File: src/rtl/byte_stream_pkg.sv
// Shared types and defaults for the ByteStreamer sequencer slice.
package byte_stream_pkg;
  localparam int unsigned BYTE_W_DEFAULT    = 8;
  localparam int unsigned FRAME_LEN_DEFAULT = 4;

  typedef enum logic [1:0] {
    IDLE  = 2'd0,
    SHIFT = 2'd1,
    DRAIN = 2'd2
  } state_t;
endpackage

File: src/rtl/byte_stream_ctrl_if.sv
// Downstream byte valid/ready channel; master drives data and valid.
interface byte_stream_ctrl_if
  import byte_stream_pkg::*;
#(
  parameter int unsigned BYTE_W = BYTE_W_DEFAULT
);
  logic [BYTE_W-1:0] byte_data;
  logic              byte_valid;
  logic              byte_ready;

  modport master (output byte_data, output byte_valid, input byte_ready);
  modport slave  (input byte_data, input byte_valid, output byte_ready);
endinterface

File: src/rtl/byte_hold_reg.sv
// One-deep holding register between the streamer and the byte consumer,
// with sticky overrun when a completed byte finds the slot still occupied.
module byte_hold_reg #(
  parameter int unsigned BYTE_W = 8
) (
  input  logic              clk,
  input  logic              rst_n,
  input  logic              i_capture,
  input  logic [BYTE_W-1:0] i_data,
  input  logic              i_ready,
  input  logic              i_clr_overrun,
  output logic [BYTE_W-1:0] o_data,
  output logic              o_valid,
  output logic              o_overrun,
  output logic              o_accept
);
  logic [BYTE_W-1:0] r_data;
  logic              r_valid;
  logic              r_overrun;
  logic              w_load;
  logic              w_drop;

  assign o_accept = r_valid && i_ready;
  // The slot frees on the same edge it is accepted, so accept+capture reloads.
  assign w_load   = i_capture && (!r_valid || i_ready);
  assign w_drop   = i_capture && r_valid && !i_ready;

  always_ff @(posedge clk or negedge rst_n) begin
    if (!rst_n) begin
      r_data    <= '0;
      r_valid   <= 1'b0;
      r_overrun <= 1'b0;
    end else begin
      if (w_load) begin
        r_data  <= i_data;
        r_valid <= 1'b1;
      end else if (o_accept) begin
        r_valid <= 1'b0;
      end
      if (w_drop)
        r_overrun <= 1'b1;
      else if (i_clr_overrun)
        r_overrun <= 1'b0;
    end
  end

  assign o_data    = r_data;
  assign o_valid   = r_valid;
  assign o_overrun = r_overrun;
endmodule

File: src/rtl/byte_stream_ctrl.sv
// ByteStreamer sequencer: gates serial bits into the streamer, counts bits
// and bytes per frame, and hands completed bytes to the holding register.
module byte_stream_ctrl
  import byte_stream_pkg::*;
#(
  parameter int unsigned BYTE_W    = BYTE_W_DEFAULT,
  parameter int unsigned FRAME_LEN = FRAME_LEN_DEFAULT,
  parameter int unsigned CNT_W     = $clog2(FRAME_LEN + 1)
) (
  input  logic                 clk,
  input  logic                 rst_n,
  input  logic                 i_frame_start,
  input  logic                 i_bit_valid,
  input  logic                 i_bit_in,
  output logic                 o_shift_enable,
  output logic                 o_serial_out,
  input  logic [BYTE_W-1:0]    i_parallel_in,
  byte_stream_ctrl_if.master   bs,
  output logic                 o_frame_done,
  output logic                 o_busy,
  output logic [CNT_W-1:0]     o_byte_cnt,
  output logic                 o_overrun,
  input  logic                 i_clr_overrun
);
  localparam int unsigned      BIT_W    = (BYTE_W > 1) ? $clog2(BYTE_W) : 1;
  localparam logic [BIT_W-1:0] BIT_LAST = BIT_W'(BYTE_W - 1);
  localparam logic [CNT_W-1:0] CNT_LAST = CNT_W'(FRAME_LEN - 1);

  state_t           r_state;
  logic [BIT_W-1:0] r_bit_cnt;
  logic [CNT_W-1:0] r_byte_cnt;
  logic             r_capture_pend;
  logic             r_frame_done;
  logic             w_shift;
  logic             w_byte_end;
  logic             w_accept;
  logic             w_frame_end;

  assign w_shift     = i_bit_valid && (r_state == SHIFT);
  assign w_byte_end  = w_shift && (r_bit_cnt == BIT_LAST);
  // Frame ends only once no byte is still waiting to be captured.
  assign w_frame_end = (r_state == DRAIN) && w_accept && !r_capture_pend;

  always_ff @(posedge clk or negedge rst_n) begin
    if (!rst_n) begin
      r_state        <= IDLE;
      r_bit_cnt      <= '0;
      r_byte_cnt     <= '0;
      r_capture_pend <= 1'b0;
      r_frame_done   <= 1'b0;
    end else begin
      r_capture_pend <= w_byte_end;
      r_frame_done   <= w_frame_end;
      case (r_state)
        IDLE: begin
          if (i_frame_start) begin
            r_state    <= SHIFT;
            r_bit_cnt  <= '0;
            r_byte_cnt <= '0;
          end
        end
        SHIFT: begin
          if (w_byte_end) begin
            r_bit_cnt  <= '0;
            r_byte_cnt <= r_byte_cnt + CNT_W'(1);
            if (r_byte_cnt == CNT_LAST)
              r_state <= DRAIN;
          end else if (w_shift) begin
            r_bit_cnt <= r_bit_cnt + BIT_W'(1);
          end
        end
        DRAIN: begin
          if (w_frame_end)
            r_state <= IDLE;
        end
        default: r_state <= IDLE;
      endcase
    end
  end

  byte_hold_reg #(.BYTE_W(BYTE_W)) u_hold (
    .clk           (clk),
    .rst_n         (rst_n),
    .i_capture     (r_capture_pend),
    .i_data        (i_parallel_in),
    .i_ready       (bs.byte_ready),
    .i_clr_overrun (i_clr_overrun),
    .o_data        (bs.byte_data),
    .o_valid       (bs.byte_valid),
    .o_overrun     (o_overrun),
    .o_accept      (w_accept)
  );

  assign o_shift_enable = w_shift;
  assign o_serial_out   = i_bit_in;
  assign o_frame_done   = r_frame_done;
  assign o_busy         = (r_state != IDLE);
  assign o_byte_cnt     = r_byte_cnt;
endmodule

File: src/flat_wrapper.sv
// flat-port wrapper written by rule: the top's interface ports become plain ports
module byte_stream_ctrl_flat import byte_stream_pkg::*;
#(
  parameter int unsigned BYTE_W    = BYTE_W_DEFAULT,
  parameter int unsigned FRAME_LEN = FRAME_LEN_DEFAULT,
  parameter int unsigned CNT_W     = $clog2(FRAME_LEN + 1)
)
  (clk, rst_n, i_frame_start, i_bit_valid, i_bit_in, o_shift_enable, o_serial_out, i_parallel_in, o_frame_done, o_busy, o_byte_cnt, o_overrun, i_clr_overrun, bs_byte_data, bs_byte_valid, bs_byte_ready);
  byte_stream_ctrl_if #(.BYTE_W(BYTE_W)) bs_i ();
  input  logic clk;
  input  logic rst_n;
  input  logic i_frame_start;
  input  logic i_bit_valid;
  input  logic i_bit_in;
  output logic o_shift_enable;
  output logic o_serial_out;
  input  logic [BYTE_W-1:0] i_parallel_in;
  output logic o_frame_done;
  output logic o_busy;
  output logic [CNT_W-1:0] o_byte_cnt;
  output logic o_overrun;
  input  logic i_clr_overrun;
  output wire logic [$bits(bs_i.byte_data)-1:0] bs_byte_data;
  output wire logic [$bits(bs_i.byte_valid)-1:0] bs_byte_valid;
  input wire logic [$bits(bs_i.byte_ready)-1:0] bs_byte_ready;
  assign bs_byte_data = bs_i.byte_data;
  assign bs_byte_valid = bs_i.byte_valid;
  assign bs_i.byte_ready = bs_byte_ready;
  byte_stream_ctrl #(.BYTE_W(BYTE_W), .FRAME_LEN(FRAME_LEN), .CNT_W(CNT_W)) u_core (.clk(clk), .rst_n(rst_n), .i_frame_start(i_frame_start), .i_bit_valid(i_bit_valid), .i_bit_in(i_bit_in), .o_shift_enable(o_shift_enable), .o_serial_out(o_serial_out), .i_parallel_in(i_parallel_in), .bs(bs_i), .o_frame_done(o_frame_done), .o_busy(o_busy), .o_byte_cnt(o_byte_cnt), .o_overrun(o_overrun), .i_clr_overrun(i_clr_overrun));
endmodule
File: config.mk
export PLATFORM = sky130hd
export DESIGN_NAME = byte_stream_ctrl_flat
export DESIGN_NICKNAME = d
export VERILOG_FILES = /design/src/rtl/byte_stream_pkg.sv /design/src/rtl/byte_stream_ctrl_if.sv /design/src/rtl/byte_hold_reg.sv /design/src/rtl/byte_stream_ctrl.sv /design/src/flat_wrapper.sv
export SDC_FILE = /design/constraint.sdc
export NUM_CORES = 1
export LEC_CHECK = 0
export BUFFER_PORTS_ARGS = -buffer_cell sky130_fd_sc_hd__clkbuf_2
export CORE_UTILIZATION = 38
export CTS_CLUSTER_SIZE = 10
export DETAILED_ROUTE_END_ITERATION = 10
export PLACE_DENSITY = 0.68
export SLEW_MARGIN = 0
export SYNTH_ARGS = -nofsm -noshare
export SYNTH_HDL_FRONTEND = slang
export SYNTH_HIERARCHICAL = 1
export SYNTH_SLANG_ARGS = --single-unit
File: constraint.sdc
create_clock -name clk -period 1.5 [get_ports clk]
set_clock_uncertainty 0.05 [all_clocks]
set_input_delay 0.3 -clock clk [delete_from_list [all_inputs] [get_ports clk]]
set_output_delay 0.3 -clock clk [all_outputs]
set_load 0.05 [all_outputs]
Word-level counts from Yosys, hierarchy flattened
Cells that the tools add are included.

operators by class
  add/sub/neg operators = 2
  equality and inequality tests = 9
  multiplexer cells = 15
  reduce and logical (&&, ||, !) cells = 20

operators by type and width
  cell                                                                      number
  3-bit two-way mux                                                         4
  3-bit one-hot mux with 2 select lines                                     2
  1-bit logical AND                                                         8
  2-bit two-way mux                                                         4
  2-bit nonzero test                                                        4
  3-bit by 1-bit adder with 3-bit output (second input constant)            2
  2-bit one-hot mux with 3 select lines                                     1
  3-bit AND reduction                                                       2
  1-bit two-way mux                                                         4
  2-bit by 1-bit inequality test with 1-bit output (second input constant)  2
  2-bit inequality test (second input constant)                             2
  4-bit AND reduction                                                       1
  3-bit by 2-bit == test with 1-bit output (second input constant)          1
  3-bit == test (second input constant)                                     1
  1-bit zero test                                                           3
  3-bit by 1-bit inequality test with 1-bit output (second input constant)  1
  2-bit by 1-bit == test with 1-bit output (second input constant)          1
  2-bit == test (second input constant)                                     1
  2-bit zero test                                                           1
  1-bit logical OR                                                          1

word-level totals
  bits in registers = 20
  input port bits = 15
  output and inout port bits = 17
  word-level logic and storage cells = 54

Longest topological paths before layout
  depth after elaboration = 5
  gate-level depth with buffers = 6
  gate-level depth less buffers = 5

Cells and area by module
The synthesis kept the hierarchy.

modules (own cells, without submodules)
  module            instances  cells each  area an instance (um2)  seq. area each (um2)
  byte_stream_ctrl  1          40          484.2                   250.2
  byte_hold_reg     1          25          429.2                   250.2

Worst setup path after synthesis
OpenSTA, ideal clock, no wires.

  kind = register -> output
  start point = register u_core.r_state[0]
  end point = output port o_shift_enable
  arrival time = 1.155 ns
  required time = 1.150 ns
  path slack = -0.005 ns
  stages on the path, launching flop included = 3
  buffers on the path = 0
  cell sequence = dfrtp_1 > nand2_1 > nor2_1

between the ends
  word-level cells in the longest chain between the ends = 2

RTL lines
  element                                   RTL line                text
  start, declared                           byte_stream_ctrl.sv:29  state_t r_state;
  start signal, assigned                    byte_stream_ctrl.sv:46  r_state <= IDLE;
  start signal, assigned                    byte_stream_ctrl.sv:57  r_state <= SHIFT;
  start signal, assigned                    byte_stream_ctrl.sv:67  r_state <= DRAIN;
  2-bit by 1-bit == test with 1-bit output  byte_stream_ctrl.sv:39  assign w_shift = i_bit_valid && (r_state == SHIFT);
  1-bit logical AND                         byte_stream_ctrl.sv:39
  end, declared                             flat_wrapper.sv:15      output logic o_shift_enable;

Every way passes these cells.

Final worst setup path
  start point = register u_core.r_state[1]
  end point = register u_core.r_byte_cnt[0] (netlist: u_core/o_byte_cnt[0])

between the ends
  word-level cells in the longest chain between the ends = 5
  elaborated cells on any way between the ends = 9
  those cells by class = eq/ne: 3; mux: 1; reduce/logical: 5

RTL lines
  element                                                     RTL line                                        text
  2-bit by 1-bit == test with 1-bit output                    byte_stream_ctrl.sv:39, byte_stream_ctrl.sv:54
  1-bit logical AND                                           byte_stream_ctrl.sv:39
  1-bit logical AND                                           byte_stream_ctrl.sv:40                          assign w_byte_end = w_shift && (r_bit_cnt == BIT_LAST);
  2-bit by 1-bit inequality test with 1-bit output (no line)  n/a
  3-bit AND reduction (no line)                               n/a
  end signal, assigned                                        byte_stream_ctrl.sv:65                          r_byte_cnt <= r_byte_cnt + CNT_W'(1);
  end, declared                                               byte_stream_ctrl.sv:31                          logic [CNT_W-1:0] r_byte_cnt;

Parallel ways exist; a longest one is shown, timed or not.
A chain may end at the register's enable or synchronous reset.

==> results.json <==
{
  "drive_above_1_share": 0.6000,
  "power_frac_seq": 0.346,
  "dpl.cell_count": 120,
  "hpwl_um": 1127,
  "synth-main-ff-cell": "dfrtp_1",
  "final.min_clock_period_ns": 1.493,
  "ant_nets": 0,
  "grt_pass1_wl_um": 2732,
  "crit_path_end_kind": "register",
  "clkLatencyLatePin_ns": 0.31,
  "postSynthAreaPerCell_um2": 14.05,
  "cts_sinks": 20,
  "dr.first_iter.drc_count": 4,
  "fp.dieW_um": 51.03,
  "netlist_area_um2": 913.4,
  "hold_path.class": "input port to register",
  "syn2layout_area_growth_pct": 34.66,
  "synthArstFlopShare": 1.000,
  "ir_worst_vdd_mv": 1.310,
  "switchingPower_mw": 1.055,
  "cts.clk_slew.worst_paths_ns": 0.12,
  "dieArea_mm2": 0.002604,
  "grtUsageTotal": 0.1456,
  "worstPathArrival_ns": 1.65,
  "syn_inst": 65,
  "antenna_found_initial": 0,
  "synth_area_leaders": "dfrtp_1 (55%), mux2_4 (15%), ha_1 (5.5%)",
  "cp-startpoint": "u_core/r_state[1]",
  "io_buffers": 29,
  "r2r_setup_slack_ns": 0.007,
  "nets": 120,
  "syn_nets": 84,
  "hold_violations": 0,
  "synth_edf_count": 0,
  "avgViaCountPerCell": 4.914,
  "yosysMostFrequentCell": "dfrtp_1",
  "outcome": "finished, final reports clean",
  "routedWlPerCell_um": 13.38,
  "cp-endpoint": "u_core/o_byte_cnt[0]",
  "yosysTopAreaCellShare": 0.5479,
  "ys_types": 25,
  "sw_frac_of_total": 0.4285,
  "drt_pass1_iterations": 4,
  "ys_seq_area_frac": 0.5479,
  "required_ns": 1.66,
  "rr_worst_depth": 4,
  "crit_type": "register to register",
  "start_util": 0.4090,
  "worst_pin_slew_ns": 0.4908,
  "cts_buffers": 3,
  "cp_max_fo": 7,
  "globalplace.congestion": 0.7340,
  "n_antenna_cell": 0,
  "globalRouteOverflowTotal": 0,
  "grt_pass1_vias": 593,
  "p_clk_frac": 0.182,
  "period_share": 0.9955,
  "pre_cts_ws_ns": -0.002233,
  "worst_r2r_endpoint": "u_core/o_byte_cnt[0]",
  "root_buffer": "clkbuf_4",
  "core_area_mm2": 0.002233,
  "drc": 0,
  "vias": 629,
  "yosysWarnings": 6,
  "yosys.area.top_type": "dfrtp_1",
  "fin_cells": 128,
  "max_slew_margin": 0.6728,
  "num_rows": 17,
  "startpoint_type": "register",
  "p_int_mw": 1.407,
  "fmax_ghz": 0.6697,
  "setup_viol": 0,
  "htreeDepth": 1,
  "rsz0062_at_grt": "yes",
  "r2r_start": "u_core/r_state[1]",
  "static-leakage-power_nw": 0.6388,
  "setup_slack_ns": 0.006736,
  "fin_util": 0.5507,
  "yosys_register_bits": 20,
  "combPwrFrac": 0.472,
  "grt_max_degree": 21,
  "io_pins": 32,
  "die_y_um": 51.03,
  "slew_viol_final": 0,
  "p_per_area_mw_per_mm2": 2001,
  "synth_common_cells": "dfrtp_1 (20), mux2_4 (9), inv_1 (5)",
  "cts_tree": "yes",
  "totalWireLength_um": 1713,
  "cap_violations": 0,
  "clock_path_buffers": 2
}
per-stage QoR:
step / hold slack (ns) / total power, mW / instance area, um^2 / setup TNS [ns]
after floorplan: -0.04559 / 1.734 / 915.9 / 0
after global placement: 0.2256 / 1.950 / 1077 / 0
after detailed placement: 0.2368 / 1.969 / 1077 / -0.002233
after CTS: 0.1050 / 2.434 / 1174 / 0
after global routing: 0.09547 / 2.593 / 1230 / -0.1099
final: 0.1138 / 2.461 / 1230 / 0
kinds of logic after synthesis:
kind of cell,share of synthesized area
flops,0.5479
simple gates,0.1178
mux,0.1603
compound gates,0.07808
buf+inv,0.04110
fa+ha+maj,0.05480
state kept, by name, indices dropped and copies added (netlist names):
name / cells
u_core/r_state: 2
u_core/u_hold/o_overrun: 1
u_core/o_frame_done: 1
u_core/o_byte_cnt: 3
u_core/u_hold/o_data: 8
u_core/r_bit_cnt: 3
u_core/u_hold/o_valid: 1
u_core/r_capture_pend: 1
worst min path at each step:
stage,start,to,slack (ns),cells after the start
after floorplan,rst_n,u_core/o_byte_cnt[0],-0.05,0
after global placement,rst_n,u_core/u_hold/o_overrun,0.23,1
after detailed placement,rst_n,u_core/u_hold/o_overrun,0.24,1
after CTS,i_clr_overrun,u_core/u_hold/o_overrun,0.10,2
after global routing,i_clr_overrun,u_core/u_hold/o_overrun,0.1,2
final,i_clr_overrun,u_core/u_hold/o_overrun,0.11,2
placed cells by master, fill, tap and decap left out, types with 2 or more instances in the layout:
master and instances:
dfrtp_2 2, buf_4 3, mux2_4 9, clkbuf_4 3, dfrtp_1 18, nor2_4 2, inv_1 4, clkbuf_2 27
ha_1 2, buf_8 2, a22o_1 4
worst max-delay path, stage by stage, from the launching register on:
cell and delay (ns):
dfrtp_2 0.47, buf_4 0.17, and4b_2 0.40, a21oi_4 0.06, mux2_4 0.25
cell type report:
class,instances,area (um^2)
clock buffer,3,22.52
clock inverter,1,30.03
fill,178,1003
inverter,5,18.77
multi-input combinational,38,422.9
sequential,20,503.0
tap,28,35.03
timing repair buffer,33,197.7
power by group through the flow:
stage | logic [mW] | registers [mW] | clock network (mW)
2_1_floorplan | 0.376 | 1.36 | 0
6_report | 1.16 | 0.852 | 0.447
5_1_grt | 1.24 | 0.873 | 0.481
4_1_cts | 1.13 | 0.846 | 0.457
3_3_place_gp | 1.11 | 0.844 | 0
3_5_place_dp | 1.12 | 0.852 | 0
layer usage:
layer  up-vias  wire length [um]  global-route usage
met1       302               828              0.1906
met3         2               135             0.06250
met2        28               738              0.2171
li1        297                 -                   -
met5         -                 0                   0
met4         0                10             0.04167
repair_timing:
action	in CTS	in global routing
pin swaps	0	4
setup buffers	1	2
hold buffers	1	0
endpoints found under the setup margin	3	7
hold endpoints to repair	20	0
resized for setup	9	10
Power figures use the tool's default switching activity.
